### src/rtl/trigger_hls_deadlock_monitor_v2.sv
// trigger_hls_deadlock_monitor_v2
// Deadlock monitor for one HLS dataflow instance. A stall (any AXIS channel
// blocked, or any non-idle sub-instance blocked) must persist for `threshold`
// consecutive enabled cycles before `block` is raised. At detection the
// blocked channels are captured and a saturating event counter advances.
// Optional feature macro: DEADLOCK_MON_STICKY_EN
//   defined   -> BLOCKED is left only by clear or reset
//   undefined -> BLOCKED drops on the first edge without an enabled stall
module trigger_hls_deadlock_monitor_v2 #(
  parameter int N_AXIS = 7,
  parameter int N_INST = 1,
  parameter int CNT_W  = 16,
  parameter int EVT_W  = 8
) (
  input  logic              clock,
  input  logic              reset_n,
  input  logic              enable,
  input  logic [CNT_W-1:0]  threshold,
  input  logic              clear,
  input  logic [N_AXIS-1:0] axis_block_sigs,
  input  logic [N_INST-1:0] inst_idle_sigs,
  input  logic [N_INST-1:0] inst_block_sigs,
  output logic              block,
  output logic [N_AXIS-1:0] block_axis_mask,
  output logic [N_INST-1:0] block_inst_mask,
  output logic [EVT_W-1:0]  block_event_count
);

  typedef enum logic [1:0] {
    ST_IDLE    = 2'd0,
    ST_COUNT   = 2'd1,
    ST_BLOCKED = 2'd2
  } state_t;

  localparam logic [CNT_W-1:0] CNT_ONE = CNT_W'(1);
  localparam logic [CNT_W-1:0] CNT_MAX = {CNT_W{1'b1}};
  localparam logic [EVT_W-1:0] EVT_MAX = {EVT_W{1'b1}};

  state_t            r_state;
  state_t            w_state_nxt;
  logic [CNT_W-1:0]  r_cnt;
  logic [CNT_W-1:0]  w_cnt_nxt;
  logic [CNT_W-1:0]  w_cnt_inc;
  logic [CNT_W-1:0]  w_thr_eff;
  logic              r_block;
  logic              w_block_nxt;
  logic              w_capture;
  logic [N_INST-1:0] w_inst_qual;
  logic              w_stall;
  logic              w_go;
  logic [N_AXIS-1:0] r_axis_mask;
  logic [N_INST-1:0] r_inst_mask;
  logic [EVT_W-1:0]  r_evt;

  // An idle sub-instance reporting "blocked" is not a real stall.
  assign w_inst_qual = inst_block_sigs & ~inst_idle_sigs;
  assign w_stall     = (|axis_block_sigs) | (|w_inst_qual);
  assign w_go        = w_stall & enable;

  // A zero threshold behaves like one: detection after a single stall cycle.
  assign w_thr_eff = (threshold == '0) ? CNT_ONE : threshold;

  // Counter never wraps; at full scale it sticks (and then always meets threshold).
  assign w_cnt_inc = (r_cnt == CNT_MAX) ? r_cnt : (r_cnt + CNT_ONE);

  // State register with persistence counter and registered block flag.
  always_ff @(posedge clock or negedge reset_n) begin
    if (!reset_n) begin
      r_state <= ST_IDLE;
      r_cnt   <= '0;
      r_block <= 1'b0;
    end else begin
      r_state <= w_state_nxt;
      r_cnt   <= w_cnt_nxt;
      r_block <= w_block_nxt;
    end
  end

  // Next-state and next-counter selection; clear overrides every transition.
  always_comb begin
    w_state_nxt = r_state;
    w_cnt_nxt   = r_cnt;
    if (clear) begin
      w_state_nxt = ST_IDLE;
      w_cnt_nxt   = '0;
    end else begin
      case (r_state)
        ST_IDLE: begin
          w_cnt_nxt = '0;
          if (w_go) begin
            w_cnt_nxt = CNT_ONE;
            if (w_thr_eff <= CNT_ONE) begin
              w_state_nxt = ST_BLOCKED;
            end else begin
              w_state_nxt = ST_COUNT;
            end
          end
        end
        ST_COUNT: begin
          if (w_go) begin
            w_cnt_nxt = w_cnt_inc;
            // Threshold is live: lowering it below the count blocks on this edge.
            if (w_cnt_inc >= w_thr_eff) begin
              w_state_nxt = ST_BLOCKED;
            end
          end else begin
            w_state_nxt = ST_IDLE;
            w_cnt_nxt   = '0;
          end
        end
        ST_BLOCKED: begin
`ifdef DEADLOCK_MON_STICKY_EN
          w_state_nxt = ST_BLOCKED;
`else
          if (!w_go) begin
            w_state_nxt = ST_IDLE;
            w_cnt_nxt   = '0;
          end
`endif
        end
        default: begin
          w_state_nxt = ST_IDLE;
          w_cnt_nxt   = '0;
        end
      endcase
    end
  end

  // Output decode: block follows the next state; capture fires only on BLOCKED entry.
  always_comb begin
    w_block_nxt = (w_state_nxt == ST_BLOCKED);
    w_capture   = (r_state != ST_BLOCKED) && (w_state_nxt == ST_BLOCKED);
  end

  // Snapshot of the blocked channels at detection, held until clear/next detection.
  always_ff @(posedge clock or negedge reset_n) begin
    if (!reset_n) begin
      r_axis_mask <= '0;
      r_inst_mask <= '0;
    end else if (clear) begin
      r_axis_mask <= '0;
      r_inst_mask <= '0;
    end else if (w_capture) begin
      r_axis_mask <= axis_block_sigs;
      r_inst_mask <= w_inst_qual;
    end
  end

  // Saturating detection counter; clear deliberately leaves it alone.
  always_ff @(posedge clock or negedge reset_n) begin
    if (!reset_n) begin
      r_evt <= '0;
    end else if (w_capture && (r_evt != EVT_MAX)) begin
      r_evt <= r_evt + EVT_W'(1);
    end
  end

  assign block             = r_block;
  assign block_axis_mask   = r_axis_mask;
  assign block_inst_mask   = r_inst_mask;
  assign block_event_count = r_evt;

endmodule

### config.mk
export PLATFORM = sky130hd
export DESIGN_NAME = trigger_hls_deadlock_monitor_v2
export DESIGN_NICKNAME = d
export VERILOG_FILES = /design/src/rtl/trigger_hls_deadlock_monitor_v2.sv
export SDC_FILE = /design/constraint.sdc
export NUM_CORES = 1
export LEC_CHECK = 0
export ABC_AREA = 1
export ABC_CLOCK_PERIOD_IN_PS = 3210
export BUFFER_PORTS_ARGS = -buffer_cell sky130_fd_sc_hd__buf_2
export CAP_MARGIN = 40
export CORE_ASPECT_RATIO = 1.5
export CORE_MARGIN = 2
export CORE_UTILIZATION = 58
export CTS_BUF_LIST = sky130_fd_sc_hd__clkbuf_4
export CTS_CLUSTER_SIZE = 20
export DETAILED_ROUTE_END_ITERATION = 6
export PLACE_DENSITY = 0.82
export SETUP_SLACK_MARGIN = 0.5
export SLEW_MARGIN = 20
export SYNTH_ARGS = -nofsm -noshare
export SYNTH_HDL_FRONTEND = slang
export SYNTH_SLANG_ARGS = --single-unit
### constraint.sdc
create_clock -name clock -period 3.21 [get_ports clock]
set_input_delay 0.963 -clock clock [delete_from_list [all_inputs] [get_ports clock]]
set_output_delay 0.963 -clock clock [all_outputs]
set_load 0.01 [all_outputs]
==> flow_summary.yaml, run 1 <==
status:
  status: "finished, final reports clean"
clock_network:
  tritoncts.num_buffers: 5
  clk_latency_ns: 0.35
  clock_sinks: 35
  clk_pin_slew_ns: 0.11
  cts_max_level: 2
  ctsRootBufferMaster: "clkbuf_4"
  total_of_hold_buffers_inserted_after_clock_tree_synthesis: 0
  cts_tree: "done"
  clock_tree.buffer_depth: 2
worst_setup_path:
  cp.buffers_inverters: 3
  worstPathCellList: "nand2_1 > nor3_1 > nand4_1 > nor2_2 > inv_2 > o21ai_2 > inv_2 > ha_4 > nand4_1 > nor2_1 > nor2_1 > nand2_1 > nand2_2 > nand2_2 > nand2_4 > a21oi_4 > buf_4 > nand4_1 > nand2_1"
  critPathLaunchType: "flop"
  cpPeakStageDelay_ns: 0.48
  critical_path.endpoint_type: "flop"
  cp_data_required_time_ns: 3.49
  cp_slowest_cell: "dfrtp_2"
  worstSetupPathType: "flop to flop"
  worstPathMaxFanout: 7
  worst-endpoint-arrival_ns: 3.22
  critical_path.top_delay_family: "simple AND/OR/NAND/NOR gates"
placed_design:
  portBuffers: 45
  place_congestion: 0.876
  pre_cts_slack_ns: 0.0308
  detailed_place_hpwl_microns: 4680
finish:
  fill_cells: 288
  share_of_final_layout_standard_cells_stronger_than_drive_strength_1_pct: 36.0
  antennaDiodeCount: 0
  num-nets-final: 466
  syn2layout_area_growth_pct: 29.5
drt:
  post_drt_via_cell_ratio: 5.61
  drc: 0
  wire_per_inst_microns: 15.5
  drt-initial-drc-count: 91
  drt-pass1-iter-count: 4
  ant_nets: 0
  detail_route.wirelength_microns: 7210
  dr_vias: 2614
synthesis:
  ys_warn_count: 0
  synthesis.nets: 390
  synthesis.area_sq_mm: 0.00256
  synthDistinctLibCells: 34
  synth_top_area_share_pct: 34.2
  synth_largest_area_cell: "dfrtp_1"
  synthesis.instances: 343
  postSynthAreaPerCell_sq_um: 7.46
  cell_types_with_the_largest_area_share_after_synthesis: "dfrtp_1 34%, nand2_1 12%, ha_1 8.8%, inv_1 8.8%, nand3_1 6.1%"
  synth_sequential_area_ratio_pct: 34.2
  ys_ff_latch: 35
sta:
  final_period_minus_worst_setup_slack_ns: 2.94
  timing_worst_slew_pin_value_ns: 0.450
  setup_tns_ns: 0
  skew_ns: 0.0115
  endpoints_failing_hold: 0
  timing.final.setup_violations: 0
  unrepaired_setup_endpoints_after_global_routing: "true"
  max_slew_margin_pct: 69.8
  maxClockFrequency_ghz: 0.341
  timing.final.max_slew_violations: 0
  post-route-worst-setup-slack_ns: 0.274
  timing.final.crit_share_pct: 91.5
pwr:
  power.ir.vdd_worst_v: 0.000241
  sw_frac_of_total_pct: 27.1
  intPower_w: 0.000583
  pwr-share-clk_pct: 32.0
  power_leakage_nw: 1.78
  relative_contribution_of_sequential_cells_to_total_power_pct: 55.8
  combinationalPowerShare_pct: 12.2
  switching_power_w: 0.000216
  total_power_consumption_w: 0.000800
  p_per_area_mw_per_mm2: 242
floorplan:
  core-area_sq_mm: 0.00425
  placement_rows: 29
  initial_core_util_pct: 60.2
  fp.dieArea_sq_mm: 0.00497
  die_height_microns: 85.3
  boundaryPins: 46
  die_w_microns: 58.2
global_routing:
  pin_count_of_the_biggest_net_entering_global_routing: 36
  gr_util_all_layers_pct: 28.1
  grt_pass1_vias: 2472
  number_of_antenna_violations_at_the_first_check_in_global_routing: 0
  grt-ovfl-total: 0
  grt_first_pass_wirelength_microns: 10800
min_path:
  timing.hold.worst.class: "input port to async pin"
job:
  max_cap_viol_count: 0
## logic make-up (layout without fill, tap and decap cells)
| kind of cell | after synthesis | count (layout) | share of synthesized area (%) |
|---|---|---|---|
| AOI/OAI and AO/OA | 40 | 40 | 9.30 |
| and+or+nand+nor | 170 | 170 | 32.2 |
| buffers and inverters | 66 | 143 | 10.0 |
| adders and majority gates | 18 | 18 | 8.81 |
| xor gates and xnor gates | 14 | 14 | 5.38 |
| DFF | 35 | 35 | 34.2 |
## area by class of cell
cell class	count	area, sq um	share of cell area (%)
clock buffer	7	52.6	1.59
clock inverter	1	5.00	0.151
inverter	62	233	7.03
multi-input combinational	242	1620	49.1
sequential	35	880	26.6
tap	46	57.6	1.74
timing repair buffer	73	459	13.9
## cells in the final DEF, fill, tap and decap left out, types with 2 or more instances in the layout
cell and n:
a21oi_2 5, nand2_1 67, nand2_2 15, ha_1 15, buf_6 3, o21ai_2 2
nor2_2 11, dfrtp_1 32, nand3_2 4, nor3_2 5, nand3_1 27, nor3_1 5
xnor2_1 2, nand4_1 16, ha_4 3, buf_4 24, o21ai_0 9, xor2_1 8
buf_2 45, inv_1 57, inv_2 4, o22ai_1 4, dfrtp_2 3, nand2_4 3
o21ai_1 8, clkbuf_4 7, nor2_4 4, a21oi_1 6, xor2_2 4, nor2_1 9
## routing by layer
metal	track usage (%)	wire [microns]
met2	49.1	3990
met5	0	0
met1	31.7	2600
met3	4.88	286
met4	14.8	338
## through the flow
step           instances  instance area, sq um  hold WS [ns]  util [%]
2_1_floorplan        343                  2560         0.495         -
3_3_place_gp         435                  2850         0.483      67.2
3_5_place_dp         435                  2850         0.484      67.2
4_1_cts              452                  3070         0.510      72.4
5_1_grt              466                  3310         0.405      78.0
6_report             466                  3310         0.403      78.0
## cell usage after synthesis (all sizes together)
cell,n
clkinv,1
a31oi,1
clkbuf,2
o41ai,1
o22ai,4
nand2,85
a22o,1
dfrtp,35
o31ai,1
a21oi,12
o21bai,1
ha,18
xor2,12
nor3,11
nand3,31
nand4,18
xnor2,2
o21ai,19
nor2,24
buf,2
inv,61
or2,1
## what timing repair did
item | in CTS | in global routing
gates resized for setup | 25 | 33
pin swaps | 20 | 28
endpoints found under the setup margin | 19 | 19
setup buffers | 8 | 13
gates cloned | 1 | 0
## power groups by stage
stage	registers [W]	logic, W	clock network, W
2_1_floorplan	0.000455	0.0000406	0
3_3_place_gp	0.000454	0.0000812	0
3_5_place_dp	0.000454	0.0000833	0
4_1_cts	0.000445	0.0000867	0.000254
5_1_grt	0.000446	0.000108	0.000271
6_report	0.000446	0.0000975	0.000256
## flip-flops by register name, summed over array words and instances, names as in the netlist
register	flops
r_cnt	16
block_axis_mask	7
r_state	2
block_event_count	8
block_inst_mask	1
block	1
## final timing paths
kind                               startpoint                   end  slack, ns  cells past startpoint
setup / recovery                    r_cnt[12]  block_event_count[5]       0.27                     19
hold / removal                        reset_n             r_cnt[15]       0.40                      1
setup reg to reg                    r_cnt[12]  block_event_count[5]       0.27                     19
hold reg to reg            block_axis_mask[2]    block_axis_mask[2]       0.51                      2
max in group asynchronous             reset_n              r_cnt[6]       2.40                      2
min in group clock         block_axis_mask[2]    block_axis_mask[2]       0.51                      2
Power figures use the tool's default switching activity.
==> inputs of run 2 (changes only) <==
--- a/config.mk
+++ b/config.mk
@@ -5,7 +5,6 @@
 export SDC_FILE = /design/constraint.sdc
 export NUM_CORES = 1
 export LEC_CHECK = 0
-export ABC_AREA = 1
 export ABC_CLOCK_PERIOD_IN_PS = 3210
 export BUFFER_PORTS_ARGS = -buffer_cell sky130_fd_sc_hd__buf_2
 export CAP_MARGIN = 40
@@ -15,7 +14,7 @@
 export CTS_BUF_LIST = sky130_fd_sc_hd__clkbuf_4
 export CTS_CLUSTER_SIZE = 20
 export DETAILED_ROUTE_END_ITERATION = 6
-export PLACE_DENSITY = 0.82
+export PLACE_DENSITY = 0.83
 export SETUP_SLACK_MARGIN = 0.5
 export SLEW_MARGIN = 20
 export SYNTH_ARGS = -nofsm -noshare
==> flow_summary.yaml, run 2 <==
synthesis:
  synth_top_area_share_pct: 35.8
  synthesis.area_sq_mm: 0.00245
  synthesis.instances: 271
  netlist_top_cells_count: "35 x dfrtp_1, 20 x inv_1, 20 x nand2_1, 18 x ha_1, 17 x o21ai_0"
  ys_ff_latch: 35
  ys_warn_count: 0
  cell_types_with_the_largest_area_share_after_synthesis: "dfrtp_1 36%, ha_1 9.2%, xnor2_1 5.0%, mux2_2 4.1%, o21ai_0 3.5%"
  synthDistinctLibCells: 44
  synth_async_sr_flop_share_pct: 100
  synth_ff_type: "dfrtp_1"
  synth-edff-count: 0
  synth_sequential_area_ratio_pct: 35.8
  postSynthAreaPerCell_sq_um: 9.04
  synth.most_common_cell: "dfrtp_1"
  synth_largest_area_cell: "dfrtp_1"
  synthesis.nets: 318
floorplan:
  die_height_microns: 83.6
  core-area_sq_mm: 0.00414
  initial_core_util_pct: 59.2
  boundaryPins: 46
  fp.dieArea_sq_mm: 0.00477
  die_w_microns: 57.1
  placement_rows: 29
pwr:
  p_per_area_mw_per_mm2: 255
  power_leakage_nw: 1.84
  intPower_w: 0.000650
  pwr-share-clk_pct: 24.5
  power.ir.vdd_worst_v: 0.000362
  sw_frac_of_total_pct: 30.7
  combinationalPowerShare_pct: 22.8
  relative_contribution_of_sequential_cells_to_total_power_pct: 52.7
  switching_power_w: 0.000287
finish:
  share_of_final_layout_standard_cells_stronger_than_drive_strength_1_pct: 46.2
  syn2layout_area_growth_pct: 50.1
  mostFrequentLayoutCell: "buf_4"
  post_layout_instance_count_excluding_filler_cells: 425
  largest_register: "r_cnt"
  num-nets-final: 427
  fin_util_pct: 88.9
  most-common-layout-cells: "56 x buf_4, 39 x buf_2, 32 x dfrtp_1"
  antennaDiodeCount: 0
  largest_reg_flops: 16
sta:
  max_slew_margin_pct: 68.7
  timing.final.setup_violations: 10
  timing.final.crit_share_pct: 102
  endpoints_failing_hold: 0
  timing.final.max_slew_violations: 0
  post-route-worst-setup-slack_ns: -0.0632
  setup_tns_ns: -0.426
  skew_ns: 0.0189
  timing_worst_slew_pin_value_ns: 0.465
  unrepaired_setup_endpoints_after_global_routing: "true"
  final_period_minus_worst_setup_slack_ns: 3.27
  maxClockFrequency_ghz: 0.306
worst_setup_path:
  critical_path.endpoint_type: "flop"
  cp_data_required_time_ns: 3.45
  worstPathMaxFanout: 8
  critPathLaunchType: "flop"
  worst-r2r-cell-count: 16
  worstSetupPathType: "flop to flop"
  worst-endpoint-arrival_ns: 3.52
drt:
  dr_vias: 2693
  wire_per_inst_microns: 19.9
  detail_route.wirelength_microns: 8440
  post_drt_via_cell_ratio: 6.34
  ant_nets: 0
  drt-pass1-iter-count: 5
  drc: 0
  drt-initial-drc-count: 191
clock_network:
  clk_pin_slew_ns: 0.12
  cts_max_level: 2
  clk_latency_ns: 0.36
  clock_tree.buffer_depth: 2
  clock_sinks: 35
  ctsRootBufferMaster: "clkbuf_4"
  tritoncts.num_buffers: 5
  cts_tree: "done"
  total_of_hold_buffers_inserted_after_clock_tree_synthesis: 0
global_routing:
  grt-ovfl-total: 0
  pin_count_of_the_biggest_net_entering_global_routing: 36
  gr_util_all_layers_pct: 33.9
  grt_first_pass_wirelength_microns: 12500
  number_of_antenna_violations_at_the_first_check_in_global_routing: 0
  grt_pass1_vias: 2697
status:
  violations: "negative setup slack"
  status: "finished with violations"
placed_design:
  portBuffers: 45
  placed_cells: 391
  detailed_place_hpwl_microns: 4930
  place_congestion: 0.891
min_path:
  timing.hold.worst.class: "input port to async pin"
job:
  max_cap_viol_count: 0
run 2: cell types whose count changed after synthesis, sizes merged, moves of 6 or more:
cell / delta
xnor2: +12
xor2: -9
and2b: +7
mux2: +10
nand2b: +6
nand2: -64
a31oi: +9
inv: -40
nand4: -8
nor2: -11
and3: +6
nand3: -15
nor4: +6
run 2: layout make-up:
type	instances	area, sq um
clock buffer	5	37.5
clock inverter	1	7.51
fill	179	459
inverter	21	78.8
multi-input combinational	208	1830
sequential	35	880
tap	46	57.6
timing repair buffer	109	786
run 2: kinds of logic (layout without fill, tap and decap cells):
kind of cell / Yosys count / after routing / synth area share, %
flops: 35 / 35 / 35.8
fa+ha+maj: 18 / 18 / 9.19
simple gates: 102 / 102 / 23.7
mux: 11 / 11 / 5.16
compound gates: 60 / 60 / 15.6
xor+xnor: 17 / 17 / 6.08
buf+inv: 28 / 136 / 4.44
run 2: layer usage:
metal	share of wire (%)	wire length (microns)	up-vias	GRT usage, %
li1	-	-	1201	-
met1	34	2860	1294	35.1
met2	55	4660	147	61.9
met3	5.4	453	51	6.51
met4	5.5	464	0	18.0
met5	0	0	-	0
run 2: path summary, 6_finish.rpt:
kind                                      start                   end  slack, ns
max                                    r_cnt[1]    block_axis_mask[5]      -0.06
max in group asynchronous               reset_n  block_event_count[3]       2.33
min                                     reset_n             r_cnt[10]       0.44
max reg2reg                            r_cnt[1]    block_axis_mask[5]      -0.06
min reg2reg                block_event_count[7]  block_event_count[7]       0.51
min in group clock         block_event_count[7]  block_event_count[7]       0.51
run 2: critical path, cell delays in order (launching register included):
cell and delay [ns]:
dfrtp_1 0.40, buf_4 0.13, ha_4 0.15, nand3_4 0.10
nor3_4 0.19, nand2_2 0.15, buf_4 0.19, o21ai_2 0.07
a21o_1 0.17, ha_1 0.26, nand4_1 0.21, nor3_2 0.07
buf_4 0.14, a31oi_4 0.21, nand4_4 0.17, nand3_4 0.21
mux2_4 0.32
run 2: what timing repair did:
action / CTS / global route
endpoints found under the hold margin: 0 / 0
pin swaps: 12 / 14
setup endpoints to repair: 19 / 19
resized for setup: 48 / 19
setup buffers: 13 / 14
run 2: power by group through the flow:
stage | clock (W) | sequential, W | combinational, W
after floorplan | 0 | 0.000509 | 0.0000861
final | 0.000230 | 0.000494 | 0.000213
after detailed placement | 0 | 0.000502 | 0.000180
after CTS | 0.000232 | 0.000494 | 0.000198
after global routing | 0.000245 | 0.000497 | 0.000230
after global placement | 0 | 0.000501 | 0.000173
run 2: per-stage QoR:
stage          cell area (sq um)  hold WS [ns]  total power, W  setup WS, ns
6_report                    3680         0.444        0.000937       -0.0632
3_3_place_gp                3070         0.475        0.000674        -0.190
4_1_cts                     3450         0.512        0.000924         0.184
3_5_place_dp                3070         0.493        0.000682        -0.272
2_1_floorplan               2550         0.509        0.000595       -0.0366
5_1_grt                     3680         0.452        0.000972        -0.135
